## config.mk

```make
export PLATFORM = sky130hd
export DESIGN_NAME = decode_module
export DESIGN_NICKNAME = d
export VERILOG_FILES = /design/src/rtl/decode_module.sv
export SDC_FILE = /design/constraint.sdc
export NUM_CORES = 2
export LEC_CHECK = 0
export ABC_AREA = 0
export ABC_CLOCK_PERIOD_IN_PS = 3400
export BUFFER_PORTS_ARGS = -buffer_cell sky130_fd_sc_hd__buf_2
export CAP_MARGIN = 40
export CORE_ASPECT_RATIO = 1.4
export CORE_UTILIZATION = 45
export CTS_BUF_LIST = sky130_fd_sc_hd__clkbuf_8 sky130_fd_sc_hd__clkbuf_16
export DETAILED_ROUTE_END_ITERATION = 10
export PLACE_DENSITY = 0.73
export SLEW_MARGIN = 30
export SYNTH_ARGS = -nofsm -noshare
export SYNTH_HDL_FRONTEND = slang
export SYNTH_SLANG_ARGS = --single-unit
export TNS_END_PERCENT = 10
```

## constraint.sdc

```tcl
create_clock -name CLK -period 3.4 [get_ports CLK]
set_input_delay 0.68 -clock CLK [delete_from_list [all_inputs] [get_ports CLK]]
set_output_delay 0.68 -clock CLK [all_outputs]
set_load 0.005 [all_outputs]
```

## src/rtl/decode_module.sv

```systemverilog
// Decode / operand-fetch stage: decodes IR_1, reads the 32-entry register file with
// write-back bypass, detects the one-cycle RAW hazard against EX and registers controls.
module decode_module #(
    parameter int REG_W = 32,
    parameter int CNT_W = 16
) (
    input  logic             CLK,
    input  logic             reset,
    input  logic [31:0]      IR_1,
    input  logic [15:0]      PC_1,
    input  logic             FLUSH,
    input  logic             RW_3,
    input  logic [4:0]       DA_3,
    input  logic [REG_W-1:0] BUS_D,
    output logic [15:0]      PC_2,
    output logic [REG_W-1:0] A,
    output logic [REG_W-1:0] B,
    output logic [4:0]       FS,
    output logic [4:0]       SH,
    output logic             MW,
    output logic             PS,
    output logic [1:0]       BS,
    output logic             RW,
    output logic [4:0]       DA,
    output logic [1:0]       MD,
    output logic             STALL,
    output logic [CNT_W-1:0] STALL_CNT
);

    localparam logic [6:0] OP_ADD = 7'h02;
    localparam logic [6:0] OP_AND = 7'h08;
    localparam logic [6:0] OP_SRL = 7'h12;
    localparam logic [6:0] OP_ADI = 7'h22;
    localparam logic [6:0] OP_LD  = 7'h21;
    localparam logic [6:0] OP_ST  = 7'h03;
    localparam logic [6:0] OP_BZ  = 7'h20;
    localparam logic [6:0] OP_BNZ = 7'h24;
    localparam logic [6:0] OP_JMP = 7'h30;

    logic [REG_W-1:0] rf_q [0:31];

    logic [15:0]      pc2_q, pc2_d;
    logic [REG_W-1:0] a_q, a_d, b_q, b_d;
    logic [4:0]       fs_q, fs_d, sh_q, sh_d, da_q, da_d;
    logic             mw_q, mw_d, ps_q, ps_d, rw_q, rw_d;
    logic [1:0]       bs_q, bs_d, md_q, md_d;
    logic [CNT_W-1:0] cnt_q, cnt_d;

    logic [6:0]       opc;
    logic [4:0]       dr, sa, sb;
    logic [REG_W-1:0] ra, rb, im_z, im_s;
    logic             valid, uses_sa, uses_sb, hazard;

    assign opc  = IR_1[31:25];
    assign dr   = IR_1[24:20];
    assign sa   = IR_1[19:15];
    assign sb   = IR_1[14:10];
    assign im_z = {{(REG_W-15){1'b0}}, IR_1[14:0]};
    assign im_s = {{(REG_W-15){IR_1[14]}}, IR_1[14:0]};

    // Write-back data is forwarded so a same-cycle write is visible to the read.
    always_comb begin
        ra = '0;
        rb = '0;
        if (sa != 5'd0) ra = (RW_3 && DA_3 == sa) ? BUS_D : rf_q[sa];
        if (sb != 5'd0) rb = (RW_3 && DA_3 == sb) ? BUS_D : rf_q[sb];
    end

    always_comb begin
        valid = 1'b1;
        a_d   = ra;
        b_d   = '0;
        fs_d  = '0;
        sh_d  = '0;
        mw_d  = 1'b0;
        ps_d  = 1'b0;
        bs_d  = 2'b00;
        rw_d  = 1'b0;
        md_d  = 2'b00;
        case (opc)
            OP_ADD: begin fs_d = 5'b00010; b_d = rb; rw_d = 1'b1; end
            OP_AND: begin fs_d = 5'b01000; b_d = rb; rw_d = 1'b1; end
            OP_SRL: begin fs_d = 5'b10010; sh_d = IR_1[4:0]; rw_d = 1'b1; end
            OP_ADI: begin fs_d = 5'b00010; b_d = im_z; rw_d = 1'b1; end
            OP_LD:  begin md_d = 2'b01; rw_d = 1'b1; end
            OP_ST:  begin mw_d = 1'b1; b_d = rb; end
            OP_BZ:  begin bs_d = 2'b01; b_d = im_s; end
            OP_BNZ: begin bs_d = 2'b01; ps_d = 1'b1; b_d = im_s; end
            OP_JMP: begin bs_d = 2'b10; b_d = im_s; a_d = '0; end
            default: begin valid = 1'b0; a_d = '0; end
        endcase
        da_d    = rw_d ? dr : 5'd0;
        uses_sa = valid && (opc != OP_JMP);
        uses_sb = (opc == OP_ADD) || (opc == OP_AND) || (opc == OP_ST);
        hazard  = rw_q && ((uses_sa && sa != 5'd0 && sa == da_q) ||
                           (uses_sb && sb != 5'd0 && sb == da_q));
        STALL   = hazard && !FLUSH;
        pc2_d   = valid ? PC_1 : pc2_q;
        cnt_d   = (STALL && cnt_q != {CNT_W{1'b1}}) ? cnt_q + 1'b1 : cnt_q;

        // Flush or hazard turns this slot into a bubble with PC_2 held.
        if (FLUSH || hazard) begin
            pc2_d = pc2_q;
            a_d   = '0;
            b_d   = '0;
            fs_d  = '0;
            sh_d  = '0;
            mw_d  = 1'b0;
            ps_d  = 1'b0;
            bs_d  = 2'b00;
            rw_d  = 1'b0;
            da_d  = '0;
            md_d  = 2'b00;
        end
    end

    always_ff @(posedge CLK or negedge reset) begin
        if (!reset) begin
            pc2_q <= '0;
            a_q   <= '0;
            b_q   <= '0;
            fs_q  <= '0;
            sh_q  <= '0;
            mw_q  <= 1'b0;
            ps_q  <= 1'b0;
            bs_q  <= '0;
            rw_q  <= 1'b0;
            da_q  <= '0;
            md_q  <= '0;
            cnt_q <= '0;
        end else begin
            pc2_q <= pc2_d;
            a_q   <= a_d;
            b_q   <= b_d;
            fs_q  <= fs_d;
            sh_q  <= sh_d;
            mw_q  <= mw_d;
            ps_q  <= ps_d;
            bs_q  <= bs_d;
            rw_q  <= rw_d;
            da_q  <= da_d;
            md_q  <= md_d;
            cnt_q <= cnt_d;
        end
    end

    always_ff @(posedge CLK or negedge reset) begin
        if (!reset) begin
            for (int i = 0; i < 32; i++) rf_q[i] <= '0;
        end else if (RW_3 && DA_3 != 5'd0) begin
            rf_q[DA_3] <= BUS_D;
        end
    end

    assign PC_2      = pc2_q;
    assign A         = a_q;
    assign B         = b_q;
    assign FS        = fs_q;
    assign SH        = sh_q;
    assign MW        = mw_q;
    assign PS        = ps_q;
    assign BS        = bs_q;
    assign RW        = rw_q;
    assign DA        = da_q;
    assign MD        = md_q;
    assign STALL_CNT = cnt_q;

endmodule

```

Yosys cells after proc, flatten, opt, wreduce, memory -nomap -nowiden:

Cells that the tools add are included.
Widths: inputs -> output; s select.

* add/sub/neg operators: 1
* $lt $le $gt $ge: 4
* eq/ne operators: 15
* mux-type cells: 34
* bitwise gates (word level): 4
* reductions and logical operators: 28

Operator list (number)
* $bwmux 1024: 1
* $mux 32: 12
* $bmux 32 s5: 2
* $demux 32 s5: 1
* $pmux 32 s3: 1
* $eq 7x6->1 const B: 5
* $mux 5: 5
* $eq 5x5->1: 4
* $ge 6x6->1 const B: 3
* $not 5->6: 3
* $add 16x1->16 const B: 1
* $ne 16x16->1 const B: 1
* $pmux 5 s3: 1
* $reduce_bool 5->1: 3
* $eq 7x2->1 const B: 2
* $logic_and 1x1->1: 12
* $reduce_or 9->1: 1
* $mux 1: 8
* $reduce_or 8->1: 1
* $eq 7x4->1 const B: 1
* $eq 7x5->1 const B: 1
* $ne 7x6->1 const B: 1
* $lt 6x1->1 const B: 1
* $reduce_or 3->1: 2
* other kinds (8): 13

* register bits after elaboration: 1142
* bits of input ports: 89
* output and inout bits: 119
* logic and storage cells: 130

Logic depth before layout (Yosys ltp):

* depth after elaboration: 11
* mapped depth: 11
* depth with buffers taken out: 7

Worst setup path before layout:

Ideal clock, no wire load.

* kind: input-to-reg
* start: input port IR_1[15]
* end: register a_q[10] (netlist: A[10])
* library setup time: 0.136 ns
* data arrival time: 2.569 ns
* required time: 3.264 ns
* slack: 0.695 ns
* cell stages on the path: 7
* path buffers: 3
* cells stage by stage: buf_2 -> buf_2 -> buf_2 -> mux4_2 -> mux4_2 -> o22ai_1 -> nor3_1

* longest elaborated chain between the ends: 8
* elaborated cells on any way between the ends: 17
* classes of those cells: 2 x eq/ne; 7 x mux; 1 x bitwise; 7 x reduce/logical

Ends and longest elaborated chain
* start, declared: RTL line 9 `input logic [31:0] IR_1,`
* $not 5->6 (implied by the code): RTL line 65 `if (sa != 5'd0) ra = (RW_3 && DA_3 == sa) ? BUS_D : rf_q[sa];`
* $bmux 32 s5: RTL line 65
* $mux 32 (implied by the code) (2 in a row): RTL line 65
* $mux 32 (2 in a row): RTL line 65
* $mux 32: RTL line 80 `case (opc)`
* $mux 32 (*): RTL line 102 `if (FLUSH || hazard) begin`
* via a_d[10]: RTL line 43 `logic [REG_W-1:0] a_q, a_d, b_q, b_d;`
* end signal, assigned: RTL line 120 `a_q <= '0;`
* end signal, assigned: RTL line 133 `a_q <= a_d;`
* end, declared: RTL line 43

The timed path passes the listed nets; every way through them passes the cells marked *. The select of a mux whose other input is x is not followed.
A chain may end at the register's enable or synchronous reset.

Final worst setup path:

* start: register da_q[4] (netlist: DA[4])
* end: output port STALL

* longest elaborated chain between the ends: 5
* elaborated cells on any way between the ends: 7
* classes of those cells: 2 x eq/ne; 5 x reduce/logical

Ends and longest elaborated chain
* start, declared: RTL line 44 `logic [4:0] fs_q, fs_d, sh_q, sh_d, da_q, da_d;`
* start signal, assigned: RTL line 128 `da_q <= '0;`
* start signal, assigned: RTL line 141 `da_q <= da_d;`
* $eq 5x5->1, on equally long branches: RTL line 95, 96
* $logic_and 1x1->1, on equally long branches: RTL line 95, 96
* $logic_or 1x1->1 (*): RTL line 95 `hazard = rw_q && ((uses_sa && sa != 5'd0 && sa == da_q) ||`
* $logic_and 1x1->1 (*): RTL line 95
* $logic_and 1x1->1 (*): RTL line 97 `STALL = hazard && !FLUSH;`
* end, declared: RTL line 26 `output logic STALL,`

Mark *: on every way between the ends. The rest lies on a longest branch, timed or not.

==> Flow_metrics.wiki <==
{| class="wikitable"
! Metric !! Value
|-
| Status || completed
|-
| Endpoint required time on the critical path || 2.72 ns
|-
| Total count of hold-check failures in the final report || 0
|-
| Fraction of layout cells with a size suffix above 1 || 54.0%
|-
| Maximum net fanout on the critical path || 3
|-
| Gate count after technology mapping || just under 4000
|-
| Layout overhead on the synthesized area || 12.7%
|-
| Placed standard-cell area || roughly 63000 sq um
|-
| First-pass GRT wire length || between 200000 and 300000 microns
|-
| Effective utilization at floorplan || between 40 and 50%
|-
| Slowest stage delay, CP || around 0.43 ns
|-
| Top-level port count || between 200 and 250
|-
| Max-capacitance violation count || 0
|-
| Max Clk Rate || ~330 MHz
|-
| CTS Buf Count || 111
|-
| Number of buffers inserted by hold repair at cts || 1
|-
| Worst skew pair latency || between 0.7 and 0.8 ns
|-
| Maximum number of pins on one net before global-route repair || approximately 130
|-
| Number of antenna violations at the first check in global routing || 23
|-
| Total Nets Final || roughly 4000
|-
| Resize count post-CTS || 0
|-
| Arrival time of the worst setup path || approximately 2.4 ns
|-
| Final std cell area, no fill || approximately 67000 sq um
|-
| Number of DRC markers after the initial detailed-route iteration || 4184
|-
| Endpoint class of the critical path || output pin
|-
| Antenna-violating nets left || 0
|-
| Worst-Margin Slew || about 0.86 ns
|-
| CP cell instances || xnor2_1 -> nand3_1 -> nor4_1 -> a21o_1 -> and3b_1 -> buf_2
|-
| Netlist cell types || 59
|-
| FF+latch count, synth || ~1100
|-
| Setup repair after global routing missed its margin || no
|-
| Setup-failing EPs final || 0
|-
| Via count of the first global-routing pass || approximately 40000
|-
| Share of synthesized area occupied by flip-flops and latches || around half
|-
| Reg area || approximately 29000 sq um
|-
| Post-CTS clock slew at the launch and capture registers of the worst setup and hold paths || ~0.07 ns
|-
| Portion of the clock cycle consumed by the worst path in the final layout || 89.9%
|-
| Kind of launch point of the worst setup path || register
|-
| Leakage power || between 20 and 30 nW
|-
| Setup TNS Final || 0 ns
|-
| Via-per-instance ratio || between 6 and 7
|-
| Total power per unit cell area || 568 nW/um^2
|-
| Number of buffers inserted to repair setup after CTS || 0
|-
| Critical path's top delay family || simple AND/OR/NAND/NOR gates
|-
| Buffering stage count on the worst path with inverters included || 1
|-
| Worst slew margin relative to its limit || between 40% and 50%
|-
| Worst IR Drop VDD || roughly 0.43 mV
|-
| Worst Setup Path Type || register to output pin
|-
| Routed Wire Length || 187000 microns
|-
| Placer congestion estimate || around 0.91
|-
| Number of vias in the routed layout || just under 40000
|-
| Post-Synthesis Mean Instance Area || ~15 sq um
|-
| Wire length per cell || 32.2 microns
|-
| Yosys warns || 0
|-
| Number of design rule violations left after detail routing || 0
|-
| Leading register cell type out of synthesis || dfrtp_1
|-
| Top post-synthesis cells by count || 1139 x dfrtp_1, 1028 x mux2_2, 514 x mux4_2, 261 x clkbuf_1, 152 x mux2i_1
|-
| Largest buffer count on any clock path || 3
|-
| Maximum level of the CTS H-tree || 3
|-
| Share of the synthesized area in the top cell type || ~48%
|-
| Area occupied by multi-input gates || slightly below 30000 sq um
|-
| Number of inserted filler cells in the final layout || 10800
|-
| Number of enable-type register cells in the synthesized netlist || 0
|-
| Syn Std Cell Area || approximately 59000 sq um
|-
| TritonCTS clock tree || yes
|-
| Clock root cell || clkbuf_16
|-
| Area of the die || roughly 130000 sq um
|-
| Die height || 431 microns
|-
| Total global routing overflow || 0
|-
| Largest area contributor in the synthesized netlist || dfrtp_1
|-
| Row count || between 150 and 200
|-
| Crit path max-delay cell type || dfrtp_1
|-
| Clock sink count || roughly 1100
|-
| Worst clock skew || approximately 0.041 ns
|-
| Detailed-placement wirelength estimate || about 120000 microns
|-
| Area of the core || approximately 130000 sq um
|-
| Period minus WS final || just over 3 ns
|-
| Most repeated cell in the gate-level netlist after synthesis || dfrtp_1
|-
| Fraction of registers with async set or reset after synthesis || 100%
|-
| Design Power || around 0.038 W
|-
| Hold Crit Class || input pin to register
|-
| Leading post-synthesis cells by cell area || dfrtp_1 48%, mux2_2 20%, mux4_2 20%
|-
| Die extent in x || approximately 310 microns
|-
| Number of iterations in the first detailed-routing pass || 5
|-
| Global-route usage over all layers || 28.7%
|-
| Max-slew violation count || 0
|-
| Port Buf Inserts || 204
|}
[routing by layer]
layer / track usage [%] / up-vias / part of all wire, %
met2: 45.2 / 2075 / 48
li1: - / 15200 / -
met5: 0 / - / 0.096
met3: 6.71 / 659 / 9.2
met4: 17.3 / 30 / 6.6
met1: 36.0 / 20700 / 37
[final timing paths]
check / start / to / slack (ns) / cells after the start
min in group asynchronous: reset / rf_q[385]$_DFFE_PN0P_ / 0.49 / 2
min: IR_1[24] / DA[4]$_DFF_PN0_ / 0.16 / 2
min reg2reg: rf_q[998]$_DFFE_PN0P_ / rf_q[998]$_DFFE_PN0P_ / 0.40 / 0
max: DA[4]$_DFF_PN0_ / STALL / 0.34 / 6
max reg2reg: DA[4]$_DFF_PN0_ / B[14]$_DFF_PN0_ / 0.84 / 9
max in group asynchronous: reset / B[26]$_DFF_PN0_ / 1.73 / 3
[worst register-to-register path: stages (launching register included)]
cell and delay [ns]:
dfrtp_1 0.43, xnor2_1 0.15, nand3_1 0.11, nor4_1 0.41, a21o_1 0.19, a21o_1 0.14, or2_2 0.55, buf_16 0.25
buf_4 0.17, nor2_1 0.05
[through the flow]
step                hold WS [ns]  instances  worst slack [ns]  utilization [%]
detailed placement         0.385       5610             0.238             48.5
CTS                        0.129       5807             0.325             51.4
finish                     0.158       5814             0.342             51.4
global placement           0.377       5609             0.163             48.5
global route               0.163       5810             0.198             51.4
floorplan                  0.384       3904             0.695                -
[cells by family after synthesis]
group | Yosys count | share of synthesized area (%)
AOI/OAI and AO/OA | 268 | 3.48
and+or+nand+nor | 321 | 2.79
muxes | 1695 | 41.8
DFF | 1139 | 48.2
xor gates and xnor gates | 33 | 0.489
other | 1 | 0.00635
buffers and inverters | 444 | 3.19
adders and majority gates | 1 | 0.0212
[layout by cell type (no fill, tap or decap), types with 37 or more instances in the layout]
master / n
dfrtp_1: 1139
nor2_1: 79
nand3_1: 37
nor3_1: 44
a22oi_1: 56
mux4_2: 514
buf_12: 48
mux2i_1: 152
buf_2: 196
clkbuf_16: 111
mux2_2: 1028
buf_4: 160
[state kept, by name, indices dropped and copies added (netlist names)]
signal,flops
rf_q,1024
A,32
B,32
PC_2,16
STALL_CNT,16
DA,5
SH,5
FS,3
BS,2
MD,1
MW,1
PS,1
RW,1
[layout make-up]
cell class / count / share of cell area [%]
multi-input cells: 2321 / 43.4
flip-flops and latches: 1139 / 42.8
repair buffers: 413 / 4.92
clock buffers: 136 / 4.69
well taps: 1738 / 3.26
clock inverters: 60 / 0.907
diodes: 7 / 0.0263
[power by group]
part           switching (W)  leakage, nW  internal (W)
sequential           0.00182         14.7        0.0159
clock                0.00549         1.91       0.00723
combinational        0.00288         12.5       0.00451
No activity file was read; power rests on OpenSTA's default activity.
